### src/rtl/sum_accumulator.sv
// sum_accumulator: accumulates signed adder sums over a frame into a saturating
// accumulator, then holds the result (raw, 16-bit clamped, flags, beat count) until consumed.
module sum_accumulator #(
    parameter int IN_WIDTH  = 17,
    parameter int ACC_WIDTH = 24,
    parameter int OUT_WIDTH = 16,
    parameter int MAX_COUNT = 256,
    localparam int CW       = $clog2(MAX_COUNT) + 1
) (
    input  logic                        clk,
    input  logic                        rst_n,
    input  logic                        in_valid,
    output logic                        in_ready,
    input  logic signed [IN_WIDTH-1:0]  in_sum,
    input  logic                        in_last,
    output logic                        out_valid,
    input  logic                        out_ready,
    output logic signed [ACC_WIDTH-1:0] out_acc,
    output logic signed [OUT_WIDTH-1:0] out_sat,
    output logic                        out_clip,
    output logic                        out_ovf,
    output logic [CW-1:0]               out_count
);
    typedef enum logic [1:0] {IDLE, ACC, HOLD} state_t;

    localparam logic signed [ACC_WIDTH:0] AMAX = {2'b00, {(ACC_WIDTH-1){1'b1}}};
    localparam logic signed [ACC_WIDTH:0] AMIN = {2'b11, {(ACC_WIDTH-1){1'b0}}};
    localparam logic signed [ACC_WIDTH-1:0] OMAX = {{(ACC_WIDTH-OUT_WIDTH+1){1'b0}}, {(OUT_WIDTH-1){1'b1}}};
    localparam logic signed [ACC_WIDTH-1:0] OMIN = {{(ACC_WIDTH-OUT_WIDTH+1){1'b1}}, {(OUT_WIDTH-1){1'b0}}};

    state_t state, state_nxt;
    logic signed [ACC_WIDTH-1:0] acc, acc_nxt, ext;
    logic signed [ACC_WIDTH:0]   sum;
    logic [CW-1:0]               count, count_nxt, count_inc;
    logic                        ovf, ovf_nxt, fire, hi, lo;

    assign ext       = {{(ACC_WIDTH-IN_WIDTH){in_sum[IN_WIDTH-1]}}, in_sum};
    // one guard bit so the add can never wrap before the clamp decision
    assign sum       = {acc[ACC_WIDTH-1], acc} + {ext[ACC_WIDTH-1], ext};
    assign hi        = sum > AMAX;
    assign lo        = sum < AMIN;
    assign count_inc = count + CW'(1);
    assign in_ready  = state != HOLD;
    assign out_valid = state == HOLD;
    assign fire      = in_valid && in_ready;

    always_comb begin
        state_nxt = state;
        acc_nxt   = acc;
        count_nxt = count;
        ovf_nxt   = ovf;
        if (state == IDLE && fire) begin
            acc_nxt   = ext;
            count_nxt = CW'(1);
            ovf_nxt   = 1'b0;
            state_nxt = in_last ? HOLD : ACC;
        end else if (state == ACC && fire) begin
            acc_nxt   = hi ? AMAX[ACC_WIDTH-1:0] : lo ? AMIN[ACC_WIDTH-1:0] : sum[ACC_WIDTH-1:0];
            ovf_nxt   = ovf || hi || lo;
            count_nxt = count_inc;
            state_nxt = (in_last || count_inc == CW'(MAX_COUNT)) ? HOLD : ACC;
        end else if (state == HOLD && out_ready) begin
            state_nxt = IDLE;
        end
    end

    always_ff @(posedge clk or negedge rst_n) begin
        if (!rst_n) begin
            state <= IDLE;
            acc   <= '0;
            count <= '0;
            ovf   <= 1'b0;
        end else begin
            state <= state_nxt;
            acc   <= acc_nxt;
            count <= count_nxt;
            ovf   <= ovf_nxt;
        end
    end

    assign out_acc   = acc;
    assign out_sat   = (acc > OMAX) ? OMAX[OUT_WIDTH-1:0] : (acc < OMIN) ? OMIN[OUT_WIDTH-1:0] : acc[OUT_WIDTH-1:0];
    assign out_clip  = (acc > OMAX) || (acc < OMIN);
    assign out_ovf   = ovf;
    assign out_count = count;
endmodule

### config.mk
export PLATFORM = sky130hd
export DESIGN_NAME = sum_accumulator
export DESIGN_NICKNAME = d
export VERILOG_FILES = /design/src/rtl/sum_accumulator.sv
export SDC_FILE = /design/constraint.sdc
export NUM_CORES = 1
export LEC_CHECK = 0
export CAP_MARGIN = 15
export CORE_UTILIZATION = 38
export CTS_CLUSTER_DIAMETER = 50
export DETAILED_ROUTE_END_ITERATION = 16
export PLACE_DENSITY = 0.67
export SETUP_SLACK_MARGIN = 0.15
export SLEW_MARGIN = 10
export SYNTH_ARGS = -nofsm -noshare
export SYNTH_HDL_FRONTEND = slang
export SYNTH_SLANG_ARGS = --single-unit
### constraint.sdc
create_clock -name clk -period 2.7 [get_ports clk]
set_input_delay 0.405 -clock clk [delete_from_list [all_inputs] [get_ports clk]]
set_output_delay 0.405 -clock clk [all_outputs]
set_load 0.01 [all_outputs]
==> reports/qor.yml, run 1 <==
peakVddDrop_mv: 0.5643
cp.arrival_ns: 3.18
grt_pass1_wl_mm: 17.55
finalNetCount: 608
yosysSeqAreaShare_pct: 28.48
fmax_ghz: 0.3396
setup_violations: 24
synth_top_cell_by_area: "dfrtp_1"
ant_nets: 0
power_density_nw_per_um2: 1320
period_share_pct: 109.1
cts_sinks: 36
drc: 0
syn_inst: 392
die_y_um: 93.24
yosysUniqueCellTypes: 52
hpwl_mm: 8.039
cp_data_required_time_ns: 2.94
initial_core_util_pct: 40.10
avgSynthCellArea_sq_um: 8.069
hold_viol: 0
clkSlewWorstSetupHoldPaths_ns: 0.09
drive_above_1_share_pct: 27.99
period_minus_slack_ns: 2.945
wl_per_cell_um: 16.50
insertion_delay_ns: 0.30
synth_edf_count: 0
final-seq-area_sq_um: 900.9
ys_ff_latch: 36
p_leak_nw: 2.217
critical_path.max_fanout: 4
antenna_found_initial: 0
synth_area_sq_um: 3163
drt_iter0_markers: 156
grt_usage_pct: 25.36
finalWirelength_mm: 10.94
io_buffers: 74
place_congestion: 0.8735
max_cap_viol_count: 0
synth.mux.area_fraction_pct: 0.6329
cts_hold_buf: 0
fin_area_sq_um: 5135
drtPass1Iterations: 4
rsz0062_at_grt: "true"
pin_count: 75
cts_buffers: 5
worst_slack_ns: -0.2450
synth-xor-area-share_pct: 4.707
hp-class: "primary input to async pin"
diodes: 0
yosys-top-cells-area: "dfrtp_1, ha_1, a21oi_1, o21ai_0, nand2_1"
max-slew-margin-rel_pct: 41.25
synth-compound-area-share_pct: 34.38
place_area_sq_um: 4728
cts_tree: "done"
fillers: 688
multi_input_area_sq_um: 2431
die_area_sq_um: 8693
async_flop_share_pct: 100.0
htree_levels: 2
cts_buffer_depth: 2
areaGrowthSynthToFinish_pct: 62.34
critPathLaunchType: "primary input"
critPathKind: "primary input to flip-flop"
crit_path_end_kind: "flip-flop"
grt_max_degree: 37
yosys.area.top_type_share_pct: 28.48
synth_top_family_by_area: "compound AO/OA/AOI/OAI gates"
dr_total_vias: 3691
via_per_inst: 5.567
core-area_sq_um: 7888
violations: "setup timing"
drv_slew: 0
overflow: 0
rows: 32
synth-main-ff-cell: "dfrtp_1"
outcome: "complete, but fails checks"
pre_cts_ws_ns: -0.7337
ys_warn_count: 0
worstMarginPinSlew_ns: 0.8812
synthSimpleGateAreaFrac_pct: 18.51
grt_pass1_vias: 3619
clockRootBuffer: "clkbuf_8"
die_w_um: 93.24
synthAdderAreaFrac_pct: 10.52
clock_skew_ns: 0.009850
synth_fp_nets: 440
-- area by class of cell --
type,instances,area share [%]
Clock buffer,7,1.681
Inverter,8,0.5848
Timing Repair Buffer,176,30.21
Clock inverter,1,0.1462
Tap cell,102,2.485
Sequential cell,36,17.54
Multi-Input combinational cell,333,47.34
-- layout by cell type (no fill, tap or decap), types with 3 or more instances in the layout --
| master | count |
|---|---|
| nand2_1 | 51 |
| ha_1 | 16 |
| a22o_1 | 6 |
| clkdlybuf4s50_1 | 65 |
| nor2_1 | 19 |
| o21bai_1 | 3 |
| xor2_1 | 5 |
| a221o_1 | 4 |
| a211oi_1 | 3 |
| buf_4 | 92 |
| o21a_1 | 18 |
| nor3_1 | 9 |
| o21ai_0 | 30 |
| xnor2_1 | 12 |
| or3_1 | 9 |
| dfrtp_1 | 36 |
| dlygate4sd2_1 | 3 |
| dlymetal6s2s_1 | 5 |
| a31oi_1 | 5 |
| nand4_1 | 5 |
| o21ai_1 | 11 |
| a21oi_1 | 31 |
| a21o_1 | 8 |
| clkbuf_8 | 6 |
| nand2b_1 | 7 |
| ha_4 | 7 |
| nand3_1 | 8 |
| a21oi_2 | 17 |
| o211ai_1 | 7 |
| buf_6 | 9 |
| inv_1 | 7 |
-- critical path, stage by stage --
cell and delay, ns:
clkdlybuf4s50_1 0.47, ha_4 0.30, nand3_1 0.10, or3_4 0.39
a211o_1 0.28, o211ai_2 0.11, a2111oi_4 0.10, buf_4 0.16
o311ai_4 0.30, buf_4 0.18, nor3b_4 0.23, a221o_1 0.15
-- where the power goes --
part	switching [W]	leakage (nW)	internal, W	total, W
clock network	0.000226	0.0445	0.000208	0.000434
registers	0.000252	0.431	0.000772	0.00102
logic	0.00253	1.74	0.00279	0.00532
total	0.00300	2.22	0.00377	0.00678
-- per-stage QoR --
step                      total power, W  std cells  util, %  hold slack, ns  setup TNS (ns)
after CTS                       0.006496        661    62.71          0.2439          -6.517
after floorplan                 0.003422        392        -          0.1094         -0.5727
after global routing            0.007262        663    65.10          0.2827          -5.912
after detailed placement        0.005795        650    59.95          0.4926          -15.05
final                           0.006776        663    65.10          0.2161          -4.116
after global placement          0.005741        650    59.95          0.4964          -14.09
-- path summary, 6_finish.rpt --
| path | start | end | slack [ns] | cells after the start |
|---|---|---|---|---|
| max in group asynchronous | rst_n | out_acc[15] | 1.93 | 1 |
| hold / removal | rst_n | out_acc[12] | 0.22 | 1 |
| setup reg to reg | out_acc[0] | out_acc[21] | -0.19 | 13 |
| min in group clk | in_sum[5] | out_acc[5] | 0.51 | 3 |
| setup / recovery | in_sum[13] | out_acc[21] | -0.25 | 12 |
| hold reg to reg | out_ovf | out_ovf | 0.52 | 1 |
-- synthesized netlist by cell type, types with 2 or more instances --
library cell and number:
o21ai_1 2, ha_1 25, nand2b_1 8, a211oi_1 4
a22o_1 6, o211ai_1 7, a221o_1 4, a31oi_1 6
o21bai_1 3, xor2_1 5, a21o_1 8, clkbuf_1 13
o21a_1 18, nor2b_1 2, nor4_1 2, o21ai_0 40
nand2_1 52, dfrtp_1 36, a21boi_0 2, and3_1 2
nor3_1 9, or3_1 10, nor2_1 19, nand3_1 9
nand4_1 5, mux2i_1 2, inv_1 8, xnor2_1 12
a211o_1 2, o31ai_1 2, a21oi_1 48
-- cells by family (layout without fill, tap and decap cells) --
| logic type | after synthesis | after routing |
|---|---|---|
| buffers and inverters | 23 | 192 |
| xor gates and xnor gates | 17 | 17 |
| DFF | 36 | 36 |
| AOI/OAI and AO/OA | 165 | 165 |
| muxes | 2 | 2 |
| adders and majority gates | 26 | 26 |
| and+or+nand+nor | 123 | 123 |
-- flip-flops by register name (all words and copies together) (netlist names) --
| signal | count |
|---|---|
| out_acc | 24 |
| out_count | 9 |
| state | 2 |
| out_ovf | 1 |
-- metal layers --
metal / track usage (%) / vias to the layer above / part of all wire [%]
li1: - / 1807 / -
met4: 6.923 / 0 / 0.99
met1: 31.93 / 1776 / 45
met3: 3.333 / 13 / 3.8
met2: 45.22 / 95 / 50
met5: 0 / - / 0
-- timing repair --
item / in CTS / in global routing
buffers inserted: 3 / 2
endpoints found under the setup margin: 27 / 41
gates resized for setup: 29 / 34
pin swaps: 20 / 25
gates cloned: 0 / 0
(Power assumes the default switching activity.)
==> run 2: changes to the inputs <==
--- a/config.mk
+++ b/config.mk
@@ -5,11 +5,10 @@
 export SDC_FILE = /design/constraint.sdc
 export NUM_CORES = 1
 export LEC_CHECK = 0
-export CAP_MARGIN = 15
 export CORE_UTILIZATION = 38
 export CTS_CLUSTER_DIAMETER = 50
 export DETAILED_ROUTE_END_ITERATION = 16
-export PLACE_DENSITY = 0.67
+export PLACE_DENSITY = 0.65
 export SETUP_SLACK_MARGIN = 0.15
 export SLEW_MARGIN = 10
 export SYNTH_ARGS = -nofsm -noshare
==> constraint.sdc (replaced) <==
create_clock -name clk -period 3.8 [get_ports clk]
set_input_delay 0.57 -clock clk [delete_from_list [all_inputs] [get_ports clk]]
set_output_delay 0.57 -clock clk [all_outputs]
set_load 0.01 [all_outputs]
==> reports/qor.yml, run 2 (synthesis gave the netlist of run 1 again) <==
io_buffers: 74  # unchanged
p_leak_nw: 1.737  # -22%
ant_nets: 0  # unchanged
routed.top_layer: "met4"
rows: 32  # unchanged
overflow: 0  # unchanged
power_density_nw_per_um2: 913.0  # -31%
die_w_um: 93.24  # unchanged
dr_total_vias: 3338  # -9.6%
drv_slew: 0  # unchanged
clkSlewWorstSetupHoldPaths_ns: 0.08  # about the same
met3_length_um: 728  # +74%
cts_buffer_depth: 2  # unchanged
r2r_slack_ns: 0.76  # +0.95 ns
post_cts_buffers: 0  # -3
r2r_start: "out_acc[0]"
path_common_cell: "a211o_1"
place_congestion: 0.8938  # +2.3%
drtPass1Iterations: 5  # +1
grt_max_degree: 37  # unchanged
cts_hold_buf: 0  # unchanged
cts_sinks: 36  # unchanged
worstMarginPinSlew_ns: 0.8284  # -0.05286 ns
place_area_sq_um: 4116  # -13%
crit_family: "compound AO/OA/AOI/OAI gates"
outcome: "finished clean"
drive_above_1_share_pct: 7.547  # -20 points
finalNetCount: 524  # -14%
htree_levels: 2  # unchanged
max_cap_viol_count: 0  # unchanged
multi_input_area_sq_um: 2175  # -11%
max-slew-margin-rel_pct: 44.77  # +3.5 points
via_per_inst: 5.765  # +3.6%
largest_register_ffs: 24  # unchanged
cp.arrival_ns: 3.62  # +0.44 ns
finalWirelength_mm: 9.756  # -11%
post_cts_resized: 0  # -100%
rsz0062_at_grt: "false"
worst_slack_ns: 0.4067  # +0.6517 ns
slowest_stage: "clkdlybuf4s50_1"
fillers: 737  # +7.1%
areaGrowthSynthToFinish_pct: 32.91
slowest_delay_ns: 0.50  # +0.03 ns
final_cell_mix: "clkdlybuf4s50_1, nand2_1, a21oi_1, o21ai_0, dfrtp_1"
initial_core_util_pct: 40.10  # unchanged
crit_path_end_kind: "flip-flop"
drt_iter0_markers: 212  # +36%
met1Wirelength_mm: 4.679  # -5.2%
core-area_sq_um: 7888  # unchanged
pin_count: 75  # unchanged
cp_data_required_time_ns: 4.03  # +1.09 ns
fin_area_sq_um: 4204  # -18%
reg2regPathDepth: 11  # -2
diodes: 0  # unchanged
die_area_sq_um: 8693  # unchanged
setup_violations: 0  # -100%
clock_skew_ns: 0.009861  # +0.00001107 ns
final_common_cell: "clkdlybuf4s50_1"
clockRootBuffer: "clkbuf_8"
antenna_found_initial: 0  # unchanged
peakVddDrop_mv: 0.3628  # -36%
pre_cts_ws_ns: 0.1223  # +0.8560 ns
r2r-end: "out_acc[19]"
period_minus_slack_ns: 3.393
final-seq-area_sq_um: 900.9  # unchanged
cts_buffers: 5  # unchanged
cts_tree: "done"
grt_pass1_wl_mm: 15.81  # -9.9%
critPathLaunchType: "primary input"
hold_ws_ns: 0.3718  # +0.1557 ns
hold_viol: 0  # unchanged
fmax_ghz: 0.2947
met2WireLength_mm: 4.147  # -24%
hpwl_mm: 7.343  # -8.7%
critPathKind: "primary input to flip-flop"
tns_ns: 0  # +4.116 ns
worst-path-buf-inv: 2  # -1
drc: 0  # unchanged
grt_usage_pct: 23.36  # -2.0 points
wl_per_cell_um: 16.85  # +2.1%
period_share_pct: 89.30
die_y_um: 93.24  # unchanged
critical_path.max_fanout: 6  # +2
hp-class: "primary input to async pin"
path_cells: "clkdlybuf4s50_1 -> ha_1 -> inv_1 -> fa_1 -> nand2b_1 -> a211o_1 -> a211o_1 -> o211ai_2 -> a2111oi_4 -> o311ai_4 -> nor3b_2 -> a221o_1"
insertion_delay_ns: 0.29  # about the same
grt_pass1_vias: 3090  # -15%
-- run 2: changes by cell type in the layout (fill, tap and decap cells not counted), moves of 3 or more --
cell	change
buf_6	-9
o21ai_0	+10
o21ai_1	-9
a21oi_1	+17
dlymetal6s2s_1	-5
a21oi_2	-17
ha_4	-7
buf_4	-75
dlygate4sd2_1	-3
ha_1	+9
clkdlybuf4s50_1	+8
-- run 2: worst max-delay path by stage --
stage                     startpoint           to  cells past startpoint
after floorplan            in_sum[0]  out_acc[18]                     11
after global placement    in_sum[16]  out_acc[22]                     11
after detailed placement   in_sum[0]  out_acc[19]                     12
after CTS                  in_sum[0]  out_acc[19]                     12
after global routing       in_sum[0]  out_acc[19]                     12
final                      in_sum[0]  out_acc[19]                     12
-- run 2: report_power, final --
part | internal [W] | switching, W
Combinational | 0.00135 | 0.00141
Sequential | 0.000548 | 0.000259
Clock | 0.000128 | 0.000149
-- run 2: area by class of cell --
cell class	instances	area share, %
Sequential cell	36	21.43
Clock buffer	5	1.637
Clock inverter	3	0.4464
Timing Repair Buffer	92	21.01
Tap cell	102	3.036
Multi-Input combinational cell	333	51.73
Inverter	8	0.7143
-- run 2: worst reg2reg max path: cells and delay by family, from the launching register on --
family,cells,cell delay (ns)
DFF,1,0.41
buffers and inverters,1,0.07
AOI/OAI and AO/OA,6,1.38
and+or+nand+nor,2,0.53
adders and majority gates,2,0.60
-- run 2: metrics by stage --
stage | power (W) | instances | util (%)
final | 0.003838 | 579 | 53.30
after global routing | 0.004177 | 579 | 53.30
after CTS | 0.003835 | 579 | 53.30
after detailed placement | 0.003544 | 571 | 52.19
after global placement | 0.003532 | 571 | 52.19
after floorplan | 0.002391 | 392 | -
-- run 2: per-layer routing --
| layer | up-vias | GRT usage (%) |
|---|---|---|
| met1 | 1572 | 35.36 |
| met2 | 111 | 33.70 |
| li1 | 1639 | - |
| met5 | - | 0 |
| met4 | 0 | 7.564 |
| met3 | 16 | 3.333 |
==> run 3: changes to the inputs <==
--- a/config.mk
+++ b/config.mk
@@ -5,6 +5,7 @@
 export SDC_FILE = /design/constraint.sdc
 export NUM_CORES = 1
 export LEC_CHECK = 0
+export CAP_MARGIN = 10
 export CORE_UTILIZATION = 38
 export CTS_CLUSTER_DIAMETER = 50
 export DETAILED_ROUTE_END_ITERATION = 16
==> constraint.sdc (replaced) <==
create_clock -name clk -period 3.6 [get_ports clk]
set_input_delay 0.54 -clock clk [delete_from_list [all_inputs] [get_ports clk]]
set_output_delay 0.54 -clock clk [all_outputs]
set_load 0.01 [all_outputs]
==> reports/qor.yml, run 3 (synthesis gave the netlist of run 1 again) <==
areaGrowthSynthToFinish_pct: 33.90
clockRootBuffer: "clkbuf_8"
hpwl_mm: 7.221  # -1.7%
core-area_sq_um: 7888  # unchanged
pin_count: 75  # unchanged
via_per_inst: 5.840  # +1.3%
grt_pass1_vias: 3082  # -0.26%
r2r_slack_ns: 0.59  # -0.17 ns
finalNetCount: 527  # +0.57%
worstMarginPinSlew_ns: 0.8991  # +0.07071 ns
p_int_w: 0.002169  # +7.2%
fin_area_sq_um: 4235  # +0.74%
hold_viol: 0  # unchanged
pre_cts_ws_ns: -0.001598  # -0.1239 ns
power_density_nw_per_um2: 966.6  # +5.9%
drv_slew: 0  # unchanged
critical_path.max_fanout: 9  # +3
hold_ws_ns: 0.3742  # +0.002406 ns
peakVddDrop_mv: 0.4843  # +33%
period_share_pct: 92.28
clkSlewWorstSetupHoldPaths_ns: 0.08  # about the same
slowest_stage: "clkdlybuf4s50_1"
clock_skew_ns: 0.009670  # -0.0001916 ns
die_area_sq_um: 8693  # unchanged
r2r-end: "out_acc[1]"
cp.arrival_ns: 3.51  # -0.11 ns
hp-class: "primary input to async pin"
diodes: 0  # unchanged
drc: 0  # unchanged
critPathLaunchType: "primary input"
setup_violations: 0  # unchanged
cts_buffers: 5  # unchanged
antenna_found_initial: 0  # unchanged
cts_sinks: 36  # unchanged
grt_max_degree: 37  # unchanged
slowest_delay_ns: 0.48  # -0.02 ns
total_power_w: 0.004094  # +6.7%
max_cap_viol_count: 0  # unchanged
drt_iter0_markers: 251  # +18%
final_cell_mix: "clkdlybuf4s50_1, nand2_1, a21oi_1, o21ai_0, dfrtp_1"
die_y_um: 93.24  # unchanged
place_congestion: 0.8940  # about the same
critPathKind: "primary input to flip-flop"
drtPass1Iterations: 4  # -1
rows: 32  # unchanged
pwr-share-seq_pct: 20.7  # -0.3 points
drive_above_1_share_pct: 8.333  # +0.79 points
die_w_um: 93.24  # unchanged
initial_core_util_pct: 40.10  # unchanged
outcome: "finished clean"
grt_pass1_wl_mm: 15.84  # +0.18%
final_common_cell: "clkdlybuf4s50_1"
switching_power_w: 0.001925  # +6.0%
grt_usage_pct: 23.07  # -0.29 points
finalWirelength_mm: 9.720  # -0.37%
period_minus_slack_ns: 3.322
pwr-share-comb_pct: 71.7  # about the same
fmax_ghz: 0.3010
rsz0062_at_grt: "true"
path_cells: "clkdlybuf4s50_1 -> ha_1 -> inv_1 -> fa_1 -> nand2b_1 -> a211o_1 -> a211o_1 -> o211ai_2 -> a2111oi_4 -> o311ai_4 -> nor2_2 -> a221oi_2"
worst_slack_ns: 0.2778  # -0.1290 ns
final_cells: 582  # +0.52%
cts_buffer_depth: 2  # unchanged
cts_tree: "done"
path_common_cell: "a211o_1"
ant_nets: 0  # unchanged
reg2regPathDepth: 11  # unchanged
post_cts_buffers: 0  # unchanged
post_cts_resized: 0  # unchanged
place_inst: 574  # +0.53%
overflow: 0  # unchanged
crit_path_end_kind: "flip-flop"
max-slew-margin-rel_pct: 40.06  # -4.7 points
place_area_sq_um: 4126  # +0.24%
r2r_start: "out_acc[0]"
swShare_pct: 47.02  # -0.27 points
clock_power_share_pct: 7.6  # +0.4 points
cp_data_required_time_ns: 3.79  # -0.24 ns
largest_register_ffs: 24  # unchanged
wl_per_cell_um: 16.70  # -0.88%
fillers: 742  # +0.68%
cts_hold_buf: 0  # unchanged
htree_levels: 2  # unchanged
insertion_delay_ns: 0.30  # about the same
dr_total_vias: 3399  # +1.8%
p_leak_nw: 1.743  # +0.35%
io_buffers: 74  # unchanged
## run 3: metrics by stage
stage / util (%) / TNS, ns
after floorplan: - / 0
after global placement: 52.32 / 0
after detailed placement: 52.32 / -0.001598
after CTS: 53.51 / 0
after global routing: 53.70 / 0
final: 53.70 / 0
## run 3: critical path, delay by kind of cell
family	cells	cell delay (ns)
buf+inv	2	0.54
compound gates	6	1.53
fa+ha+maj	2	0.55
simple gates	2	0.36
## run 3: worst max path at each step
stage               startpoint     endpoint  slack, ns
global placement     in_sum[0]  out_acc[12]       0.11
detailed placement   in_sum[0]  out_acc[14]     -0.002
CTS                  in_sum[0]  out_acc[14]       0.29
global route         in_sum[0]   out_acc[1]       0.11
floorplan            in_sum[0]  out_acc[18]       0.60
finish               in_sum[0]   out_acc[1]       0.28
## run 3: metal layers
metal / vias to the layer above / track usage [%] / routed length, um
met5: - / 0 / 0
met4: 0 / 6.026 / 121
met3: 12 / 2.764 / 589
met2: 140 / 34.25 / 4159
met1: 1605 / 35.06 / 4850
li1: 1642 / - / -
## run 3: cell type report
| cell class | count | area (sq um) | share of cell area, % |
|---|---|---|---|
| multi-input cells | 333 | 2190 | 51.70 |
| flip-flops and latches | 36 | 900.9 | 21.27 |
| repair buffers | 95 | 893.4 | 21.09 |
| well taps | 102 | 127.6 | 3.013 |
| clock buffers | 7 | 86.33 | 2.038 |
| inverters | 8 | 30.03 | 0.7090 |
| clock inverters | 1 | 7.507 | 0.1773 |
## run 3: power groups by stage
stage / combinational, W / clock [W] / sequential, W
6_report: 0.00294 / 0.000311 / 0.000846
5_1_grt: 0.00321 / 0.000337 / 0.000877
4_1_cts: 0.00290 / 0.000318 / 0.000839
3_5_place_dp: 0.00289 / 0 / 0.000843
3_3_place_gp: 0.00287 / 0 / 0.000841
2_1_floorplan: 0.00169 / 0 / 0.000836
==> RTL edit (settings of run 1) <==
Set the parameter `IN_WIDTH` to 21 (it was 17).
--- a/src/rtl/sum_accumulator.sv
+++ b/src/rtl/sum_accumulator.sv
@@ -1,7 +1,7 @@
 // sum_accumulator: accumulates signed adder sums over a frame into a saturating
 // accumulator, then holds the result (raw, 16-bit clamped, flags, beat count) until consumed.
 module sum_accumulator #(
-    parameter int IN_WIDTH  = 17,
+    parameter int IN_WIDTH  = 21,
     parameter int ACC_WIDTH = 24,
     parameter int OUT_WIDTH = 16,
     parameter int MAX_COUNT = 256,
Interface: changed (resized in_sum); port bits go from 75 to 79. The function was not compared with the original's and may differ.
==> RTL edit against run 1 <==
Cell count grew 8.1%. Synthesized area up 8.6%. Total power up 13%. Global-route usage is 1.9 points higher. Wire length grew 24%. Via count up 16%. Sequential cell count unchanged. Setup slack better by 0.28 ns. Critical path depth shrank 3. Combinational power is 15% higher. Clock skew is 0.0031 ns lower. Design area is 12% higher. Largest cell class unchanged. Largest power group unchanged.
==> RTL edit: results <==
[worst_setup_path]
r2r-start = out_acc[15]$_DFFE_PN0P_
arrival_ns = 2.82
slowest_delay_ns = 0.44
cp_max_fo = 7
crit_start = in_sum[15]

[global_route]
grt_use_met3_pct = 3.53

[route]
drtIter0Drc = 360
via_per_inst = 5.98
wl_met1_mm = 5.73

[cts]
cts_setup_buffers = 8
post_cts_resized = 61

[synthesis]
yosysMostFrequentCell = o21ai_0
synth_compound_area_share_pct = 34.1
syn_area_per_cell_um2 = 7.82
synth_area_leaders = dfrtp_1, ha_1, o21ai_0

[cells_and_area]
ff_latch_area_um2 = 906
n_fill_cell = 709
drive_gt1_share_pct = 30.5
multi_input_area_mm2 = 0.00288

[pwr]
peakVddDrop_mv = 0.620

[run_status]
status = complete, no violations

[timing]
setup_viol = 0
fin_skew_ns = 0.00671

[placement]
port_buffers = 78

[floorplan]
tap_cells = 108
RTL edit: worst min-delay path by stage:
| stage | startpoint | cells after the start | slack (ns) | endpoint |
|---|---|---|---|---|
| 6_report | rst_n | 1 | 0.23 | out_acc[20]$_DFFE_PN0P_ |
| 5_1_grt | rst_n | 1 | 0.30 | out_count[2]$_DFFE_PN0P_ |
| 4_1_cts | rst_n | 1 | 0.25 | out_acc[20]$_DFFE_PN0P_ |
| 3_5_place_dp | out_count[1]$_DFFE_PN0P_ | 2 | 0.52 | out_count[1]$_DFFE_PN0P_ |
| 3_3_place_gp | out_count[1]$_DFFE_PN0P_ | 2 | 0.51 | out_count[1]$_DFFE_PN0P_ |
| 2_1_floorplan | rst_n | 0 | 0.11 | out_acc[0]$_DFFE_PN0P_ |
RTL edit: report_power, final:
part	switching [W]	internal, W
registers	0.000347	0.000789
clock network	0.000240	0.000181
logic	0.00304	0.00307
total	0.00363	0.00404
